--- src/rtl/adc_capture_ctrl.sv ---
// ADC capture sequencer: turns a frame start request into a train of
// per-sample valid strobes grouped into chirps, with an optional idle gap
// between chirps. Configuration is latched at frame start; every output is
// registered and follows the causing sample_tick by one cycle.
module adc_capture_ctrl #(
  parameter int SAMP_WIDTH  = 10,
  parameter int CHIRP_WIDTH = 8,
  parameter int GAP_WIDTH   = 8
) (
  input  logic                   clk,
  input  logic                   rst_n,
  input  logic                   start,
  input  logic                   abort,
  input  logic [SAMP_WIDTH-1:0]  cfg_samples,
  input  logic [CHIRP_WIDTH-1:0] cfg_chirps,
  input  logic [GAP_WIDTH-1:0]   cfg_gap,
  input  logic                   sample_tick,
  output logic                   adc_valid_en,
  output logic [SAMP_WIDTH-1:0]  sample_idx,
  output logic [CHIRP_WIDTH-1:0] chirp_idx,
  output logic                   chirp_start,
  output logic                   chirp_end,
  output logic                   frame_done,
  output logic                   busy,
  output logic                   cfg_err
);

  typedef enum logic [1:0] {IDLE, ACQ, GAP} state_e;

  state_e                 state_q, state_d;
  logic [SAMP_WIDTH-1:0]  samp_q, samp_d;
  logic [CHIRP_WIDTH-1:0] chirp_q, chirp_d;
  logic [GAP_WIDTH-1:0]   gap_q, gap_d;
  logic [SAMP_WIDTH-1:0]  lat_samples_q, lat_samples_d;
  logic [CHIRP_WIDTH-1:0] lat_chirps_q, lat_chirps_d;
  logic [GAP_WIDTH-1:0]   lat_gap_q, lat_gap_d;
  logic                   valid_q, valid_d;
  logic [SAMP_WIDTH-1:0]  sidx_q, sidx_d;
  logic [CHIRP_WIDTH-1:0] cidx_q, cidx_d;
  logic                   cs_q, cs_d;
  logic                   ce_q, ce_d;
  logic                   fd_q, fd_d;
  logic                   busy_q, busy_d;
  logic                   err_q, err_d;

  logic last_samp, last_chirp, gap_done;

  assign last_samp  = (samp_q == lat_samples_q - SAMP_WIDTH'(1));
  assign last_chirp = (chirp_q == lat_chirps_q - CHIRP_WIDTH'(1));
  assign gap_done   = (gap_q == lat_gap_q - GAP_WIDTH'(1));

  // Next-state, counter and registered-output computation
  always_comb begin
    state_d       = state_q;
    samp_d        = samp_q;
    chirp_d       = chirp_q;
    gap_d         = gap_q;
    lat_samples_d = lat_samples_q;
    lat_chirps_d  = lat_chirps_q;
    lat_gap_d     = lat_gap_q;
    valid_d       = 1'b0;
    sidx_d        = sidx_q;
    cidx_d        = cidx_q;
    cs_d          = 1'b0;
    ce_d          = 1'b0;
    fd_d          = 1'b0;
    err_d         = 1'b0;
    // busy trails the state by one cycle, so it is still high alongside
    // frame_done and drops on the following cycle
    busy_d        = (state_q != IDLE);

    unique case (state_q)
      IDLE: begin
        if (start && !abort && !busy_q) begin
          if (cfg_samples != '0 && cfg_chirps != '0) begin
            lat_samples_d = cfg_samples;
            lat_chirps_d  = cfg_chirps;
            lat_gap_d     = cfg_gap;
            samp_d        = '0;
            chirp_d       = '0;
            gap_d         = '0;
            sidx_d        = '0;
            cidx_d        = '0;
            state_d       = ACQ;
          end else begin
            err_d = 1'b1;
          end
        end
      end
      ACQ: begin
        if (abort) begin
          samp_d  = '0;
          chirp_d = '0;
          gap_d   = '0;
          sidx_d  = '0;
          cidx_d  = '0;
          state_d = IDLE;
        end else if (sample_tick) begin
          valid_d = 1'b1;
          sidx_d  = samp_q;
          cidx_d  = chirp_q;
          cs_d    = (samp_q == '0);
          ce_d    = last_samp;
          if (last_samp) begin
            samp_d = '0;
            gap_d  = '0;
            if (last_chirp) begin
              fd_d    = 1'b1;
              chirp_d = '0;
              state_d = IDLE;
            end else begin
              chirp_d = chirp_q + CHIRP_WIDTH'(1);
              state_d = (lat_gap_q != '0) ? GAP : ACQ;
            end
          end else begin
            samp_d = samp_q + SAMP_WIDTH'(1);
          end
        end
      end
      GAP: begin
        if (abort) begin
          samp_d  = '0;
          chirp_d = '0;
          gap_d   = '0;
          sidx_d  = '0;
          cidx_d  = '0;
          state_d = IDLE;
        end else if (gap_done) begin
          gap_d   = '0;
          state_d = ACQ;
        end else begin
          gap_d = gap_q + GAP_WIDTH'(1);
        end
      end
      default: state_d = IDLE;
    endcase
  end

  // State, counters, latched configuration and output registers
  always_ff @(posedge clk or negedge rst_n) begin
    if (!rst_n) begin
      state_q       <= IDLE;
      samp_q        <= '0;
      chirp_q       <= '0;
      gap_q         <= '0;
      lat_samples_q <= '0;
      lat_chirps_q  <= '0;
      lat_gap_q     <= '0;
      valid_q       <= 1'b0;
      sidx_q        <= '0;
      cidx_q        <= '0;
      cs_q          <= 1'b0;
      ce_q          <= 1'b0;
      fd_q          <= 1'b0;
      busy_q        <= 1'b0;
      err_q         <= 1'b0;
    end else begin
      state_q       <= state_d;
      samp_q        <= samp_d;
      chirp_q       <= chirp_d;
      gap_q         <= gap_d;
      lat_samples_q <= lat_samples_d;
      lat_chirps_q  <= lat_chirps_d;
      lat_gap_q     <= lat_gap_d;
      valid_q       <= valid_d;
      sidx_q        <= sidx_d;
      cidx_q        <= cidx_d;
      cs_q          <= cs_d;
      ce_q          <= ce_d;
      fd_q          <= fd_d;
      busy_q        <= busy_d;
      err_q         <= err_d;
    end
  end

  assign adc_valid_en = valid_q;
  assign sample_idx   = sidx_q;
  assign chirp_idx    = cidx_q;
  assign chirp_start  = cs_q;
  assign chirp_end    = ce_q;
  assign frame_done   = fd_q;
  assign busy         = busy_q;
  assign cfg_err      = err_q;

endmodule
--- config.mk ---
export PLATFORM = sky130hd
export DESIGN_NAME = adc_capture_ctrl
export DESIGN_NICKNAME = d
export VERILOG_FILES = /design/src/rtl/adc_capture_ctrl.sv
export SDC_FILE = /design/constraint.sdc
export NUM_CORES = 1
export LEC_CHECK = 0
export CAP_MARGIN = 30
export CORE_MARGIN = 4
export CORE_UTILIZATION = 45
export CTS_BUF_LIST = sky130_fd_sc_hd__clkbuf_2
export DETAILED_ROUTE_END_ITERATION = 10
export DONT_BUFFER_PORTS = 1
export PLACE_DENSITY_LB_ADDON = 0.12
export SYNTH_ARGS = -nofsm -noshare
export SYNTH_HDL_FRONTEND = slang
export SYNTH_SLANG_ARGS = --single-unit
--- constraint.sdc ---
create_clock -name clk -period 3.96 [get_ports clk]
set_input_delay 0.396 -clock clk [delete_from_list [all_inputs] [get_ports clk]]
set_output_delay 0.396 -clock clk [all_outputs]
set_load 0.005 [all_outputs]
==> flow_summary.yaml, run 1 <==
worst_setup_path:
  r2r_cells: 9
  start_kind: "flop"
  crit_start: "lat_samples_q[0]$_DFFE_PN0P_"
  path_max_fanout: 9
  cp-end-kind: "flop"
  worstReg2RegStart: "lat_samples_q[0]$_DFFE_PN0P_"
  regToRegSetupSlack_ns: 0.80
  path_class: "reg -> reg"
  reg2reg_to: "chirp_q[7]$_DFFE_PN0P_"
  cp.arrival_ns: 3.60
  required_ns: 4.40
clock_tree:
  clock-sinks: 78
  clk_latency_ns: 0.52
  cts_setup_buffers: 0
  cts_max_level: 3
  cts_tree: "done"
  cts_made_buffers: 9
  clk_pin_slew_worst_paths_ns: 0.22
  cts_buffer_depth: 2
  clockRootBuffer: "clkbuf_2"
yosys:
  async_flop_share_pct: 100
  synthTopCellsByArea: "dfrtp_1 44%, mux2_2 6.9%, nand2_1 5.2%, xnor2_1 3.4%, o21ai_0 2.8%"
  synth_top_family_by_area: "simple AND/OR/NAND/NOR gates"
  yosys.area.top_type_share_pct: 44.1
  avgSynthCellArea_um2: 9.58
  post-synth-top-area-cell: "dfrtp_1"
  muxShareOfSynthArea_pct: 7.32
  synth-edff-count: 0
  yosysWarningCount: 0
  synth_flop_cell: "dfrtp_1"
  ys_types: 60
  synth-seq-cells: 78
  synth-simple-area-share_pct: 19.8
  synth_xor_xnor_area_share_pct: 5.54
  yosysSeqAreaShare_pct: 44.1
  synth_compound_area_share_pct: 16.7
  syn_nets: 501
  netlist_area_um2: 4430
  synthCells: 462
  synthAdderAreaFrac_pct: 2.26
global_route:
  antenna_found_initial: 0
  grt_usage_pct: 18.2
  grt_pass1_wl_um: 16800
  grt_pass1_vias: 3425
  grt_max_degree: 79
  grt_overflow_total: 0
die:
  die_w_um: 107
  io_pins: 55
  row_count: 35
  die_h_um: 107
  die_area_um2: 11500
  initial_core_util_pct: 47.0
  fp.coreArea_um2: 9420
timing:
  worstMarginPinSlew_ns: 0.653
  finalCritPeriodShare_pct: 79.9
  hold_violations: 0
  report.final.slew_viol_count: 0
  slew_headroom_pct: 55.3
  hold_ws_ns: 0.0746
  fin_setup_tns_ns: 0
  worst_slack_ns: 0.798
  fmax_ghz: 0.316
  finalSetupViolations: 0
  min_period_ns: 3.16
  rsz0062_at_grt: "no"
  skew_ns: 0.0278
routing:
  wl_per_cell_um: 16.4
  antenna_left: 0
  drcViolationCount: 0
  drt-initial-drc-count: 167
  dr.pass1.iters: 4
  via_per_inst: 5.64
  finalWirelength_um: 10000
  via_count: 3461
place:
  dp_hpwl_um: 7020
  place_congestion: 0.818
  place_ws_ns: 0.878
  portBuffers: 0
  dp.cells: 568
finish:
  diodes: 0
  nFillCells: 876
  instances_no_fill: 614
  syn_to_final_growth_pct: 12.2
  drive_gt1_share_pct: 12.6
  nets: 519
power:
  report.power.total_mw: 2.85
  power.density_nw_per_um2: 573
  irDropWorstVdd_mv: 0.259
  leakagePower_nw: 2.15
min_path:
  hold_depth: 2
  worstHoldStart: "sample_tick"
  hp-class: "in -> reg"
  min_to: "chirp_end$_DFF_PN0_"
run:
  drv_cap: 0
outcome:
  outcome: "finished clean"
## repair_timing
item | CTS | global route
gates resized for setup | 0 | 0
endpoints found under the hold margin | 104 | 1
hold buffers | 28 | 2
## routing by layer
| metal | vias to the layer above | GRT usage (%) | routed length [um] |
|---|---|---|---|
| li1 | 1704 | - | - |
| met1 | 1678 | 24.3 | 4620 |
| met2 | 70 | 29.9 | 4840 |
| met3 | 9 | 3.49 | 460 |
| met4 | 0 | 5.75 | 122 |
| met5 | - | 0 | 0 |
## cell usage after synthesis, drive strengths merged, types with 4 or more instances
cell and instances:
a31oi 5, nor3b 4, and3 6, nor4 12
mux2 27, or4 4, a22o 8, a21o 7
o22ai 6, a311oi 5, nand4 4, xor2 11
dfrtp 78, clkbuf 21, o21ai 27, or2 7
o31ai 12, nor2 22, a2111oi 4, xnor2 17
inv 20, nor2b 7, ha 8, buf 7
nand3 17, nor3 10, a21oi 6, nand2 61
## kinds of logic after synthesis
family	after synthesis
compound gates	101
mux	29
flops	78
buf+inv	48
simple gates	170
fa+ha+maj	8
xor+xnor	28
## worst max-delay path by stage
stage	end
2_1_floorplan	chirp_q[5]$_DFFE_PN0P_
3_3_place_gp	chirp_q[7]$_DFFE_PN0P_
3_5_place_dp	chirp_q[5]$_DFFE_PN0P_
4_1_cts	chirp_q[7]$_DFFE_PN0P_
5_1_grt	chirp_q[7]$_DFFE_PN0P_
6_report	chirp_q[7]$_DFFE_PN0P_
## sequential cells by signal, indices dropped and copies added (netlist names)
signal         count
lat_gap_q          8
busy               1
frame_done         1
gap_q              8
sample_idx        10
chirp_end          1
chirp_start        1
chirp_q            8
cfg_err            1
state_q            2
lat_chirps_q       8
adc_valid_en       1
lat_samples_q     10
samp_q            10
chirp_idx          8
## power breakdown
group          internal, mW  switching [mW]
sequential            0.962           0.258
combinational         0.540           0.592
clock                 0.204           0.291
total                  1.71            1.14
## stage by stage
step	util (%)	cell area (um^2)
finish	52.8	4970
global route	52.8	4970
CTS	52.5	4950
detailed placement	48.0	4520
global placement	48.0	4520
floorplan	-	4430
## area by class of cell
type | instances | area [um^2] | area share (%)
Timing Repair Buffer | 35 | 355 | 7.15
Clock inverter | 7 | 88.8 | 1.79
Tap cell | 129 | 161 | 3.25
Sequential cell | 78 | 1950 | 39.3
Clock buffer | 9 | 45.0 | 0.907
Multi-Input combinational cell | 336 | 2290 | 46.1
Inverter | 20 | 75.1 | 1.51
## placed cells by master, fill, tap and decap left out, types with 9 or more instances in the layout
master         instances
dlygate4sd3_1         29
clkbuf_2               9
nand3_1               17
o31ai_1               12
mux2_2                27
inv_1                 20
nor4_1                12
nor2_1                22
nand2_1               61
dfrtp_1               78
xnor2_1               17
xor2_1                11
o21ai_0               25
nor3_1                 9
## worst max-delay path, stage by stage, from the launching register on
cell and delay (ns):
dfrtp_1 0.49, inv_1 0.08, ha_1 0.20, nor3b_2 0.28, nand2_1 0.09, o311a_1 0.39, a2111oi_4 0.40, a21oi_1 0.29
or4b_1 0.69, o22ai_1 0.20
No activity file was read; power rests on OpenSTA's default activity.
==> run 2, diff against run 1 <==
--- a/config.mk
+++ b/config.mk
@@ -5,6 +5,7 @@
 export SDC_FILE = /design/constraint.sdc
 export NUM_CORES = 1
 export LEC_CHECK = 0
+export ABC_AREA = 1
 export CAP_MARGIN = 30
 export CORE_MARGIN = 4
 export CORE_UTILIZATION = 45
==> constraint.sdc (replaced) <==
create_clock -name clk -period 3.3 [get_ports clk]
set_input_delay 0.33 -clock clk [delete_from_list [all_inputs] [get_ports clk]]
set_output_delay 0.33 -clock clk [all_outputs]
set_load 0.005 [all_outputs]
==> flow_summary.yaml, run 2 <==
outcome:
  outcome: "finished clean"
finish:
  diodes: 0
  syn_to_final_growth_pct: 12.2
  final_core_util_pct: 52.6
  mostFrequentLayoutCells: "186 x nand2_1, 98 x nor2_1, 78 x dfrtp_1"
  stdcell_area_um2: 5210
  regArea_um2: 1950
  nFillCells: 1001
  instances_no_fill: 811
  nets: 712
  multiInputGateArea_um2: 2310
  final_common_cell: "nand2_1"
  drive_gt1_share_pct: 5.90
die:
  fp.coreArea_um2: 9910
  io_pins: 55
  initial_core_util_pct: 46.9
  die_h_um: 110
  die_area_um2: 12000
  die_w_um: 110
  row_count: 36
place:
  dp_hpwl_um: 7880
  dp.cells: 763
  place_congestion: 0.864
  portBuffers: 0
  post_dp_cell_area_um2: 4750
  place_ws_ns: 1.08
yosys:
  synth_commonest_cells: "186 x nand2_1, 98 x nor2_1, 78 x dfrtp_1"
  yosys.area.top_type_share_pct: 42.0
  synth-seq-cells: 78
  yosysWarningCount: 0
  synth_most_common_cell: "nand2_1"
  synth_flop_cell: "dfrtp_1"
  synth-edff-count: 0
  async_flop_share_pct: 100
  syn_nets: 682
  post-synth-top-area-cell: "dfrtp_1"
  ys_types: 33
  synthCells: 643
  yosysSeqAreaShare_pct: 42.0
  synthTopCellsByArea: "dfrtp_1 42%, nand2_1 15%, nor2_1 7.9%, inv_1 5.7%, nand3_1 4.7%"
  avgSynthCellArea_um2: 7.22
  netlist_area_um2: 4640
power:
  report.power.total_mw: 3.36
  power.density_nw_per_um2: 644
  irDropWorstVdd_mv: 0.300
  leakagePower_nw: 2.59
clock_tree:
  clk_pin_slew_worst_paths_ns: 0.28
  clockRootBuffer: "clkbuf_2"
  cts_buffer_depth: 2
  cts_resized: 0
  clk_latency_ns: 0.56
  clock-sinks: 78
  cts_tree: "done"
  cts_max_level: 3
  cts_made_buffers: 9
  cts_setup_buffers: 0
global_route:
  met3_usage_pct: 4.52
  grt_pass1_vias: 3790
  use_met1_pct: 26.5
  antenna_found_initial: 0
  grt_max_degree: 79
  gr-max-usage-layer: "met2"
  use_met2_pct: 31.0
  grt_pass1_wl_um: 18200
  grt_overflow_total: 0
  grt_usage_pct: 19.3
routing:
  antenna_left: 0
  drcViolationCount: 0
  drt-initial-drc-count: 173
  wl_per_cell_um: 13.4
  via_count: 4029
  via_per_inst: 4.97
  dr.pass1.iters: 4
  finalWirelength_um: 10800
worst_setup_path:
  cp.arrival_ns: 2.80
  required_ns: 3.80
  regToRegSetupSlack_ns: 1.00
  path_class: "reg -> reg"
  path_max_fanout: 15
  start_kind: "flop"
  cp-end-kind: "flop"
timing:
  report.final.slew_viol_count: 0
  finalCritPeriodShare_pct: 69.7
  worst_slack_ns: 1.00
  fmax_ghz: 0.435
  finalSetupViolations: 0
  hold_violations: 0
  skew_ns: 0.0443
  fin_setup_tns_ns: 0
  slew_headroom_pct: 69.9
  rsz0062_at_grt: "no"
  hold_ws_ns: 0.127
  min_period_ns: 2.30
  worstMarginPinSlew_ns: 0.450
run:
  drv_cap: 0
min_path:
  hp-class: "in -> reg"
==> run 2: cell count changes after synthesis, sizes merged, moves of 15 or more <==
| cell | delta |
|---|---|
| nand2 | +127 |
| inv | +59 |
| mux2 | -25 |
| clkbuf | -15 |
| nand3 | +29 |
| nor2 | +78 |
==> run 2: final timing paths <==
path,startpoint,endpoint,cells after the start
worst max-delay path,lat_samples_q[0]$_DFFE_PN0P_,chirp_q[4]$_DFFE_PN0P_,14
worst min-delay path,abort,sample_idx[9]$_DFFE_PN0P_,4
worst max register to register,lat_samples_q[0]$_DFFE_PN0P_,chirp_q[4]$_DFFE_PN0P_,14
worst min register to register,chirp_q[6]$_DFFE_PN0P_,chirp_q[6]$_DFFE_PN0P_,2
max in group asynchronous,rst_n,lat_gap_q[1]$_DFFE_PN0P_,2
min in group asynchronous,rst_n,cfg_err$_DFF_PN0_,2
==> run 2: timing repair <==
action | in CTS | in global routing
hold endpoints to repair | 117 | 0
setup endpoints to repair | 0 | 0
hold buffers | 32 | 0
==> run 2: per-layer routing <==
| metal | part of all wire, % | wire (um) |
|---|---|---|
| met5 | 0 | 0 |
| met3 | 4.9 | 529 |
| met4 | 0.76 | 82 |
| met1 | 49 | 5280 |
| met2 | 46 | 4950 |
==> run 2: critical path: stages (launching register included) <==
cell     delay, ns
dfrtp_1       0.50
inv_1         0.12
ha_1          0.23
nand2_1       0.13
nor2_1        0.17
nand2_1       0.09
nand3_1       0.08
nand2_1       0.05
nor2_1        0.10
nand3_2       0.15
nand2_4       0.15
nand2_4       0.13
inv_2         0.18
nand2_1       0.09
nand2_1       0.06
==> run 2: kinds of logic (layout without fill, tap and decap cells) <==
logic type / after synthesis / in the layout / share of synthesized area (%)
DFF: 78 / 78 / 42.0
muxes: 2 / 2 / 0.485
xor gates and xnor gates: 28 / 28 / 5.58
adders and majority gates: 8 / 8 / 2.16
AOI/OAI and AO/OA: 63 / 63 / 7.95
and+or+nand+nor: 368 / 368 / 33.4
buffers and inverters: 96 / 131 / 8.41
==> run 2: power by group <==
part           internal, mW  switching [mW]
clock                 0.185           0.392
combinational         0.482           0.924
sequential             1.15           0.223
==> run 2: final cells by class <==
class | count | area share [%]
clock buffers | 9 | 0.864
clock inverters | 7 | 1.56
inverters | 80 | 5.76
multi-input cells | 469 | 44.2
flip-flops and latches | 78 | 37.5
well taps | 133 | 3.19
repair buffers | 35 | 6.91
==> run 3, diff against run 2 <==
==> constraint.sdc (replaced) <==
create_clock -name clk -period 1.93 [get_ports clk]
set_input_delay 0.193 -clock clk [delete_from_list [all_inputs] [get_ports clk]]
set_output_delay 0.193 -clock clk [all_outputs]
set_load 0.005 [all_outputs]
==> flow_summary.yaml, run 3 (synthesized netlist as in run 2, its figures left out) <==
routing:
  dr.pass1.iters: 5
  drt-initial-drc-count: 228
  antenna_left: 0
  via_per_inst: 4.94
  wl_per_cell_um: 13.2
  finalWirelength_um: 11100
  via_count: 4137
  drcViolationCount: 0
worst_setup_path:
  required_ns: 2.41
  path_class: "reg -> reg"
  cp.arrival_ns: 2.43
  path_max_fanout: 8
  r2r_cells: 13
  slowest_delay_ns: 0.43
  start_kind: "flop"
  crit_family: "simple AND/OR/NAND/NOR gates"
  critPathBufInv: 2
  path_cells: "inv_2, ha_4, xor2_1, nand2_1, nor2_1, nand2_1, nor2_2, nand3_2, nand2_4, nand2_8, buf_12, nand2_1, o21ai_2"
  regToRegSetupSlack_ns: -0.03
  cp-end-kind: "flop"
  reg2reg_to: "chirp_q[1]$_DFFE_PN0P_"
  crit_slowest_cell: "dfrtp_1"
  crit_path_frequent_cell: "nand2_1"
  worstReg2RegStart: "lat_samples_q[1]$_DFFE_PN0P_"
timing:
  worst_slack_ns: -0.0285
  fmax_ghz: 0.511
  min_period_ns: 1.96
  slew_headroom_pct: 71.0
  finalSetupViolations: 1
  finalCritPeriodShare_pct: 101
  worstMarginPinSlew_ns: 0.434
  skew_ns: 0.0399
  hold_ws_ns: 0.108
  rsz0062_at_grt: "yes"
  hold_violations: 0
  report.final.slew_viol_count: 0
place:
  place_congestion: 0.916
  dp_hpwl_um: 7820
  portBuffers: 0
  place_ws_ns: -0.0173
  dp.cells: 776
finish:
  mostFrequentLayoutCells: "177 x nand2_1, 91 x nor2_1, 78 x dfrtp_1"
  final_core_util_pct: 56.2
  final_common_cell: "nand2_1"
  syn_to_final_growth_pct: 20.0
  instances_no_fill: 837
  diodes: 0
  drive_gt1_share_pct: 13.1
  nets: 738
clock_tree:
  cts_buffer_depth: 2
  clk_latency_ns: 0.57
  cts_made_buffers: 9
  clockRootBuffer: "clkbuf_2"
  clk_pin_slew_worst_paths_ns: 0.26
  clock-sinks: 78
  cts_tree: "done"
  cts_max_level: 3
power:
  irDropWorstVdd_mv: 0.748
  power.density_nw_per_um2: 1120
  report.power.total_mw: 6.23
  leakagePower_nw: 2.75
min_path:
  hold_depth: 6
  hp-class: "in -> reg"
  min_to: "samp_q[7]$_DFFE_PN0P_"
  worstHoldStart: "abort"
global_route:
  grt_max_degree: 79
  grt_pass1_vias: 4063
  antenna_found_initial: 0
  grt_overflow_total: 0
  grt_pass1_wl_um: 19000
  grt_usage_pct: 19.9
outcome:
  violations: "negative setup slack"
  outcome: "complete, but fails checks"
die:
  io_pins: 55
  row_count: 36
  initial_core_util_pct: 46.9
  die_area_um2: 12000
  fp.coreArea_um2: 9910
  die_h_um: 110
  die_w_um: 110
run:
  drv_cap: 0
[run 3: cell count changes in the layout (fill, tap and decap cells not counted), moves of 5 or more]
cell	previous run	this run
buf_4	3	19
nor2_1	98	91
nor2_2	2	7
nand2_1	186	177
nand2_2	0	8
inv_1	71	66
[run 3: layer usage]
metal	up-vias	GRT usage, %	share of wire (%)
li1	2161	-	-
met1	1883	27.3	48
met2	81	31.7	46
met3	12	4.23	4.9
met4	0	6.06	1.2
met5	-	0	0
[run 3: worst min-delay path, stage by stage]
cell     delay, ns
inv_2         0.05
o21ai_0       0.12
nand4_1       0.15
nand2_1       0.06
inv_1         0.05
nor3_1        0.04
[run 3: timing repair]
action / CTS / global route
pin swaps: 4 / 15
gates cloned: 0 / 1
hold endpoints to repair: 129 / 0
buffers inserted: 2 / 7
resized for setup: 9 / 32
hold buffers: 36 / 0
setup endpoints to repair: 23 / 30
[run 3: stage by stage]
step | cell area (um^2) | TNS, ns
after floorplan | 4640 | 0
after global placement | 4880 | 0
after detailed placement | 4880 | -0.104
after CTS | 5400 | 0
after global routing | 5570 | -3.47
final | 5570 | -0.0285
[run 3: power by group]
group          switching, mW  internal (mW)
logic                   1.79           1.25
clock network          0.637          0.183
registers              0.388           1.97
total                   2.82           3.41
[run 3: worst max-delay path by stage]
stage,start,to,cells past startpoint
after global routing,lat_samples_q[0]$_DFFE_PN0P_,chirp_q[1]$_DFFE_PN0P_,13
after detailed placement,lat_samples_q[0]$_DFFE_PN0P_,chirp_q[1]$_DFFE_PN0P_,14
after CTS,lat_samples_q[1]$_DFFE_PN0P_,gap_q[4]$_DFFE_PN0P_,13
after floorplan,lat_samples_q[0]$_DFFE_PN0P_,chirp_q[2]$_DFFE_PN0P_,14
final,lat_samples_q[1]$_DFFE_PN0P_,chirp_q[1]$_DFFE_PN0P_,13
after global placement,lat_samples_q[0]$_DFFE_PN0P_,gap_q[0]$_DFFE_PN0P_,13
[run 3: final cells by class]
class / instances / area [um^2]
multi-input combinational: 469 / 2420
timing repair buffer: 61 / 628
clock buffer: 10 / 50.0
tap: 133 / 166
sequential: 78 / 1950
fill: 952 / 4340
clock inverter: 6 / 46.3
inverter: 80 / 303
